==> config.mk <==
export PLATFORM = sky130hd
export DESIGN_NAME = demux4_stream
export DESIGN_NICKNAME = d
export VERILOG_FILES = /design/src/rtl/demux4_stream.sv
export SDC_FILE = /design/constraint.sdc
export NUM_CORES = 1
export LEC_CHECK = 0
export ABC_AREA = 1
export BUFFER_PORTS_ARGS = -buffer_cell sky130_fd_sc_hd__buf_2
export CORE_MARGIN = 1
export CORE_UTILIZATION = 57
export DETAILED_ROUTE_END_ITERATION = 6
export HOLD_SLACK_MARGIN = 0.05
export PLACE_DENSITY = 0.85
export SETUP_SLACK_MARGIN = 0.15
export SKIP_CTS_REPAIR_TIMING = 1
export SYNTH_ARGS = -nofsm -noshare
export SYNTH_HDL_FRONTEND = slang
export SYNTH_SLANG_ARGS = --single-unit
==> constraint.sdc <==
create_clock -name clk -period 7 [get_ports clk]
set_clock_uncertainty 0.1 [all_clocks]
set_input_delay 1.4 -clock clk [delete_from_list [all_inputs] [get_ports clk]]
set_output_delay 1.4 -clock clk [all_outputs]
set_load 0.01 [all_outputs]
==> src/rtl/demux4_stream.sv <==
`default_nettype none
// ============================================================================
// demux4_stream : 1-to-4 valid/ready stream distributor with one registered
//                 slot per output channel and saturating delivery counters.
// Revision      : 1.0
// ============================================================================
module demux4_stream #(
   parameter int N = 8,
   parameter int C = 8
) (
   input  logic         clk,
   input  logic         rst,
   input  logic [N-1:0] in_data,
   input  logic [1:0]   in_sel,
   input  logic         in_valid,
   output logic         in_ready,
   output logic [N-1:0] out0_data,
   output logic [N-1:0] out1_data,
   output logic [N-1:0] out2_data,
   output logic [N-1:0] out3_data,
   output logic         out0_valid,
   output logic         out1_valid,
   output logic         out2_valid,
   output logic         out3_valid,
   input  logic         out0_ready,
   input  logic         out1_ready,
   input  logic         out2_ready,
   input  logic         out3_ready,
   input  logic         cnt_clear,
   output logic [C-1:0] cnt0,
   output logic [C-1:0] cnt1,
   output logic [C-1:0] cnt2,
   output logic [C-1:0] cnt3
);

   localparam logic [C-1:0] c_CNT_MAX = {C{1'b1}};
   localparam logic [C-1:0] c_CNT_ONE = C'(1);

   logic [3:0]          w_out_ready;
   logic [3:0]          w_out_valid;
   logic [3:0]          w_sel_hot;
   logic                w_in_fire;
   logic [3:0][N-1:0]   w_out_data;
   logic [3:0][C-1:0]   w_cnt;

   assign w_out_ready = {out3_ready, out2_ready, out1_ready, out0_ready};
   assign w_sel_hot   = 4'b0001 << in_sel;

   // A slot can take a word when empty or when its consumer drains it this cycle.
   assign in_ready  = ~w_out_valid[in_sel] | w_out_ready[in_sel];
   assign w_in_fire = in_valid & in_ready;

   generate
      for (genvar k = 0; k < 4; k++) begin : g_ch
         logic [N-1:0] data_q;
         logic [N-1:0] data_d;
         logic         valid_q;
         logic         valid_d;
         logic [C-1:0] cnt_q;
         logic [C-1:0] cnt_d;
         logic         w_load;
         logic         w_drain;

         assign w_load  = w_in_fire & w_sel_hot[k];
         assign w_drain = valid_q & w_out_ready[k];

         // Refill wins over drain so a same-cycle drain+load keeps the slot full.
         always_comb begin
            data_d  = data_q;
            valid_d = valid_q;
            if (w_load) begin
               data_d  = in_data;
               valid_d = 1'b1;
            end else if (w_drain) begin
               valid_d = 1'b0;
            end
         end

         always_comb begin
            cnt_d = cnt_q;
            if (cnt_clear) begin
               cnt_d = '0;
            end else if (w_drain && (cnt_q != c_CNT_MAX)) begin
               cnt_d = cnt_q + c_CNT_ONE;
            end
         end

         always_ff @(posedge clk or posedge rst) begin
            if (rst) begin
               data_q  <= '0;
               valid_q <= 1'b0;
               cnt_q   <= '0;
            end else begin
               data_q  <= data_d;
               valid_q <= valid_d;
               cnt_q   <= cnt_d;
            end
         end

         assign w_out_valid[k] = valid_q;
         assign w_out_data[k]  = data_q;
         assign w_cnt[k]       = cnt_q;
      end
   endgenerate

   assign out0_data  = w_out_data[0];
   assign out1_data  = w_out_data[1];
   assign out2_data  = w_out_data[2];
   assign out3_data  = w_out_data[3];
   assign out0_valid = w_out_valid[0];
   assign out1_valid = w_out_valid[1];
   assign out2_valid = w_out_valid[2];
   assign out3_valid = w_out_valid[3];
   assign cnt0       = w_cnt[0];
   assign cnt1       = w_cnt[1];
   assign cnt2       = w_cnt[2];
   assign cnt3       = w_cnt[3];

endmodule
`default_nettype wire

# == After elaboration in Yosys (flattened, before gate mapping) ==
# Cells that the tools add are included.
# classes
n_div,0
n_addsub,4
n_mux,20
n_eq_ne,4
order_cmp,1
n_bitwise,11
reduce_logical,12
shift,1
multipliers,0
# op_table
operator,count
$mux 8,8
$add 8x1->8 const B,4
$ne 8x8->1 const B,4
$reduce_bool 2->1,8
$mux 1,10
$and 1x1->1,9
$bmux 1 s2,2
$logic_and 1x1->1,4
$shl 1x2->4 const A,1
$lt 2x3->1 const B,1
$not 1->1,1
$or 1x1->1,1
# word_totals
register_bits,68
out_inout_bits,69
romBits,0
n_memories,0
elab_cells,65
mem_bits_rw,0
inputBits,18
latch_bits,0

# == Longest topological paths before layout ==
# Gate-level depths: netlist of the first run.
# depth
depth_word,7
mapped_depth,10
mapped_depth_nobuf,10

# == Worst setup path before layout of the first run ==
# No wires, ideal clock.
# synth_path
path_kind,input -> output
startpoint,input port in_sel[0]
endpoint,output port in_ready
arrival_ns,2.117
cell_stages,7
n_path_buf,2
required_ns,5.500
setup_slack_ns,3.383
path_cell_list,buf_6 > nor2_8 > nand2_2 > nand2_2 > nor2_4 > nand2_8 > buf_12
# synth_via
elab_chain_cells,4
elab_cells_between_ends,6
# synth_lines
item,line,text
"start, declared",14,"input logic [1:0] in_sel,"
$bmux 1 s2,50,assign in_ready = ~w_out_valid[in_sel] | w_out_ready[in_sel];
$mux 1 (implied by the code),50,
$not 1->1,50,
$or 1x1->1 *,50,
"end, declared",16,"output logic in_ready,"
# Every way passes the cells marked *; elsewhere a longest branch is shown, timed or not. The select of a mux whose other input is x is not followed.

# == Worst setup path after layout of the first run ==
# Same ends and word-level chain as after synthesis.

==> impl_metrics.toml, run 1 <==
[timing]
rsz0062_at_grt = "false"
setup_viol = 0
finalCritPeriodShare = 0.5617
worst_pin_slew_ns = 0.8346
slew_violations = 0
maxSlewHeadroom = 0.4436
fin_crit_ns = 3.932
fin_ws_ns = 3.068
hold_viol = 0
fin_setup_tns_ns = 0
max_freq_mhz = 254.3

[layout]
antenna_cells = 0
nNetsFinal = 541
multi_input_area_um2 = 1555
final_common_cell = "nand2_1"
register_area_um2 = 1702
syn2layout_area_growth_pct = 19.71
final_area_um2 = 4195
drive_gt1_frac = 0.2405
layout_common_cells = "nand2_1 (161), buf_2 (86), dfrtp_1 (68)"
fillers = 479
instances_no_fill = 599

[drt]
drc = 0
post_drt_wl_per_cell_um = 13.76
vias = 3235
dr.pass1.iters = 5
route.final.wire_length_um = 8244
drt_iter0_markers = 180
viasPerCell = 5.401
ant_nets = 0

[pwr]
p_switching_w = 0.0002779
power_w = 0.001052
clockPowerShare = 0.407
seqPwrFrac = 0.437
p_leak_nw = 2.340
swShare = 0.2642
pwr-share-comb = 0.156
p_int_w = 0.0007741
irDropWorstVdd_mv = 0.1471
power_density_nw_per_um2 = 250.8

[clock_network]
tritoncts = "yes"
ctsRootBufferMaster = "clkbuf_8"
cts_made_buffers = 9
cts_sinks = 68
htree_levels = 3
path_clk_slew_ns = 0.07
insertion_delay_ns = 0.34
clock_path_buffers = 2

[floorplanning]
start_util = 0.5919
rows = 28
fp.coreArea_um2 = 5921
die-width_um = 80.41
die_area_um2 = 6466
pin_count = 87
fp.dieH_um = 80.41

[global_routing]
grt_antenna_before_repair = 0
grt_pass1_wl_um = 13730
grt_max_degree = 69
grt_usage = 0.2778
grt_pass1_vias = 3034
overflow = 0

[place]
hpwlAfterDp_um = 5688
place_area_um2 = 3930
port_buffers = 86
dp.cells = 583
gp_congestion = 0.8707
place_ws_ns = 3.090

[synth]
syn-mean-instance-area_um2 = 8.094
netlist_area_um2 = 3505
synth_cells = 433
ys_seq_area_frac = 0.4855
yosysWarnings = 0
synth_fp_nets = 455
synth_seq_cells = 68
synth.distinct_cells = 30

[worst_setup_path]
startpoint_type = "primary input"
path_cells = "buf_2 -> inv_4 -> nand2_1 -> nand2_1 -> nand2_1 -> nand2_4 -> nand2_8 -> buf_2"
cp_num_buf_inv = 3
max_stage_delay_ns = 0.23
cp_top_family = "simple AND/OR/NAND/NOR gates"
crit_top_cell = "nand2_1"
cp-end-kind = "primary output"
crit_path_max_fanout = 37
critPathArrivalTime_ns = 2.43
cp.required_ns = 5.50
slowest_stage = "buf_2"
path_class = "in -> out"

[outcome]
status = "finished, final reports clean"

[run]
maxCapViolCount = 0

[worst_hold_path]
hp-class = "reg -> reg"
==> worst reg2reg max path: stages (launching register included) <==
cell	delay (ns)
dfrtp_1	0.41
ha_1	0.24
nand2_1	0.12
nor2_1	0.08
a21oi_2	0.35
nand2_1	0.14
nand2_1	0.08
nand2_1	0.05
nor2_1	0.09
==> flip-flops by register name, summed over array words and instances (netlist names) <==
name	count
out0_valid	1
out1_data	8
out3_valid	1
out2_data	8
cnt2	8
out0_data	8
cnt0	8
out2_valid	1
out3_data	8
cnt1	8
out1_valid	1
cnt3	8
==> final cells by class <==
class	instances	share of cell area
Sequential cell	68	0.4056
Multi-Input combinational cell	316	0.3707
Timing Repair Buffer	87	0.1044
Clock buffer	12	0.03460
Inverter	37	0.03370
Clock inverter	4	0.02863
Tap cell	75	0.02237
==> cell families after synthesis <==
family                     Yosys count  synth area share
AOI/OAI and AO/OA                   21           0.03106
xor gates and xnor gates             8           0.01999
adders and majority gates            4           0.01428
buffers and inverters               49           0.07069
DFF                                 68            0.4855
and+or+nand+nor                    283            0.3784
==> Yosys cell counts (all sizes together) <==
| library cell | number | share of area |
|---|---|---|
| or2 | 3 | 0.0054 |
| xor2 | 8 | 0.020 |
| and3 | 1 | 0.0018 |
| inv | 36 | 0.039 |
| o21ai | 17 | 0.024 |
| nand3 | 30 | 0.059 |
| clkinv | 1 | 0.0011 |
| dfrtp | 68 | 0.49 |
| ha | 4 | 0.014 |
| nand4 | 35 | 0.062 |
| nand2 | 167 | 0.19 |
| nor2 | 40 | 0.052 |
| a21oi | 4 | 0.0068 |
| buf | 12 | 0.030 |
| nor3 | 7 | 0.010 |
==> metrics by stage <==
step	hold WS, ns	util
3_3_place_gp	0.3512	0.6638
3_5_place_dp	0.3538	0.6638
4_1_cts	0.3708	0.7086
2_1_floorplan	0.4073	-
5_1_grt	0.3934	0.7086
6_report	0.3679	0.7086
==> worst paths after layout <==
check                                  start           end  slack [ns]  cells after the start
worst min-delay path            out0_data[3]  out0_data[3]        0.37                      2
max in group asynchronous                rst       cnt2[4]        5.05                      3
worst max register to register       cnt2[0]       cnt2[6]        5.28                      8
min in group asynchronous                rst       cnt3[2]        1.21                      3
worst max-delay path               in_sel[0]      in_ready        3.07                      8
worst min register to register  out0_data[3]  out0_data[3]        0.37                      2
==> power groups by stage <==
stage               Sequential, W  Combinational, W  Clock, W
CTS                      0.000459          0.000165  0.000432
finish                   0.000460          0.000164  0.000429
global placement         0.000464          0.000159         0
floorplan                0.000484         0.0000796         0
global route             0.000464          0.000182  0.000451
detailed placement       0.000465          0.000165         0
==> layer usage <==
layer | part of all wire | GRT usage
met3 | 0.059 | 0.05455
met5 | 0 | 0
met2 | 0.47 | 0.4432
met4 | 0.030 | 0.1304
met1 | 0.44 | 0.3617
Power figures use the tool's default switching activity.
==> run 2: changes to the inputs <==
CORE_UTILIZATION = 53   (was 57)
PLACE_DENSITY = 0.79   (was 0.85)
clock period = 3.9 ns   (was 7 ns; I/O delays follow)
==> run 2 against run 1 <==
Sequential power is 79% higher. Register-to-register slack worse by 3.1 ns. Count of clock-buffer cells in the layout fell by 1. Final cell count grew 0.50%. Critical path depth decreased by 1. Core utilization down 5.2 points. Via count decreased by 2.8%. Hold slack worse by 0.067 ns. Flip-flop and latch count unchanged. Sequential share of layout area rose by 0.28 points. First-iteration DRC count is 3.9% higher. Critical path type unchanged.
==> impl_metrics.toml, run 2 (same netlist as run 1, synthesis figures left out) <==
[drt]
ant_nets = 0
drc = 0
vias = 3146
dr.pass1.iters = 5
viasPerCell = 5.226
drt_iter0_markers = 187
route.final.wire_length_um = 8059
post_drt_wl_per_cell_um = 13.39

[outcome]
status = "finished, final reports clean"

[timing]
worst_pin_slew_ns = 0.6993
max_freq_mhz = 375.1
maxSlewHeadroom = 0.5338
rsz0062_at_grt = "false"
finalCritPeriodShare = 0.6836
hold_viol = 0
fin_crit_ns = 2.666
slew_violations = 0
setup_viol = 0
fin_setup_tns_ns = 0
fin_ws_ns = 1.234

[layout]
syn2layout_area_growth_pct = 18.89
final_util = 0.6562
layout_common_cells = "nand2_1 (161), buf_2 (86), dfrtp_1 (68)"
final_common_cell = "nand2_1"
drive_gt1_frac = 0.2438
fillers = 565
antenna_cells = 0
nNetsFinal = 542

[clock_network]
insertion_delay_ns = 0.34
path_clk_slew_ns = 0.08
clock_path_buffers = 2
htree_levels = 3
cts_made_buffers = 9
tritoncts = "yes"
ctsRootBufferMaster = "clkbuf_8"
cts_sinks = 68

[worst_setup_path]
crit_path_max_fanout = 37
cp.required_ns = 3.02
crit_top_cell = "buf_2"
cp-end-kind = "primary output"
critPathArrivalTime_ns = 1.79
startpoint_type = "primary input"
slowest_stage = "buf_2"
max_stage_delay_ns = 0.22
path_class = "in -> out"
path_cells = "buf_2 -> inv_2 -> nand3_1 -> nand2_2 -> nor2_4 -> nand2_8 -> buf_2"

[run]
maxCapViolCount = 0

[worst_hold_path]
hp-class = "in -> async"

[global_routing]
grt_max_degree = 38
grt_usage = 0.2445
grt_pass1_vias = 3025
grt_antenna_before_repair = 0
overflow = 0
grt_pass1_wl_um = 13480

[place]
place_ws_ns = 1.253
gp_congestion = 0.8385
hpwlAfterDp_um = 5792
port_buffers = 86

[pwr]
power_density_nw_per_um2 = 425.3
power_w = 0.001772
irDropWorstVdd_mv = 0.2844
p_leak_nw = 2.324

[floorplanning]
fp.coreArea_um2 = 6350
start_util = 0.5519
die_area_um2 = 6941
die-width_um = 83.32
fp.dieH_um = 83.32
rows = 29
pin_count = 87
[run 2: cell types whose count changed in the layout (fill, tap and decap cells not counted)]
cell        delta
bufinv_16      -2
clkinv_4       +2
buf_4          +1
clkbuf_1       -1
clkinvlp_4     +1
[run 2: critical path, delay by kind of cell]
family,cells,cell delay [ns]
simple gates,4,0.49
buf+inv,3,0.50
[run 2: path summary, 6_finish.rpt]
check                              from            to  slack, ns  depth (start not counted)
setup / recovery              in_sel[1]      in_ready       1.23                          7
hold / removal                      rst  out3_data[2]       0.30                          2
setup reg to reg                cnt2[0]       cnt2[3]       2.17                          8
hold reg to reg            out1_data[0]  out1_data[0]       0.37                          2
max in group asynchronous           rst       cnt2[7]       2.66                          3
min in group clk           out1_data[0]  out1_data[0]       0.37                          2
[run 2: area by class of cell]
type / instances / area, µm² / area share
clock buffers: 11 / 141.4 / 0.03393
clock inverters: 5 / 85.08 / 0.02042
inverters: 37 / 141.4 / 0.03393
multi-input cells: 316 / 1555 / 0.3733
flip-flops and latches: 68 / 1702 / 0.4084
well taps: 77 / 96.34 / 0.02312
repair buffers: 88 / 445.4 / 0.1069
[run 2: report_power, final]
group / switching (W) / internal, W
clock network: 0.000278 / 0.000380
registers: 0.0000449 / 0.000778
logic: 0.000188 / 0.000103
total: 0.000510 / 0.00126
[run 2: layer usage]
metal / GRT usage / vias to the layer above / routed length (µm)
li1: - / 1583 / -
met1: 0.3128 / 1445 / 3454
met2: 0.3972 / 110 / 3951
met3: 0.05964 / 8 / 549
met4: 0.1034 / 0 / 103
met5: 0 / - / 0
[run 2: through the flow]
| stage | cells | hold slack (ns) | instance area (µm²) |
|---|---|---|---|
| floorplan | 433 | 0.4073 | 3505 |
| global placement | 586 | 0.3526 | 3940 |
| detailed placement | 586 | 0.3572 | 3940 |
| CTS | 602 | 0.2895 | 4167 |
| global route | 602 | 0.3186 | 4167 |
| finish | 602 | 0.3010 | 4167 |
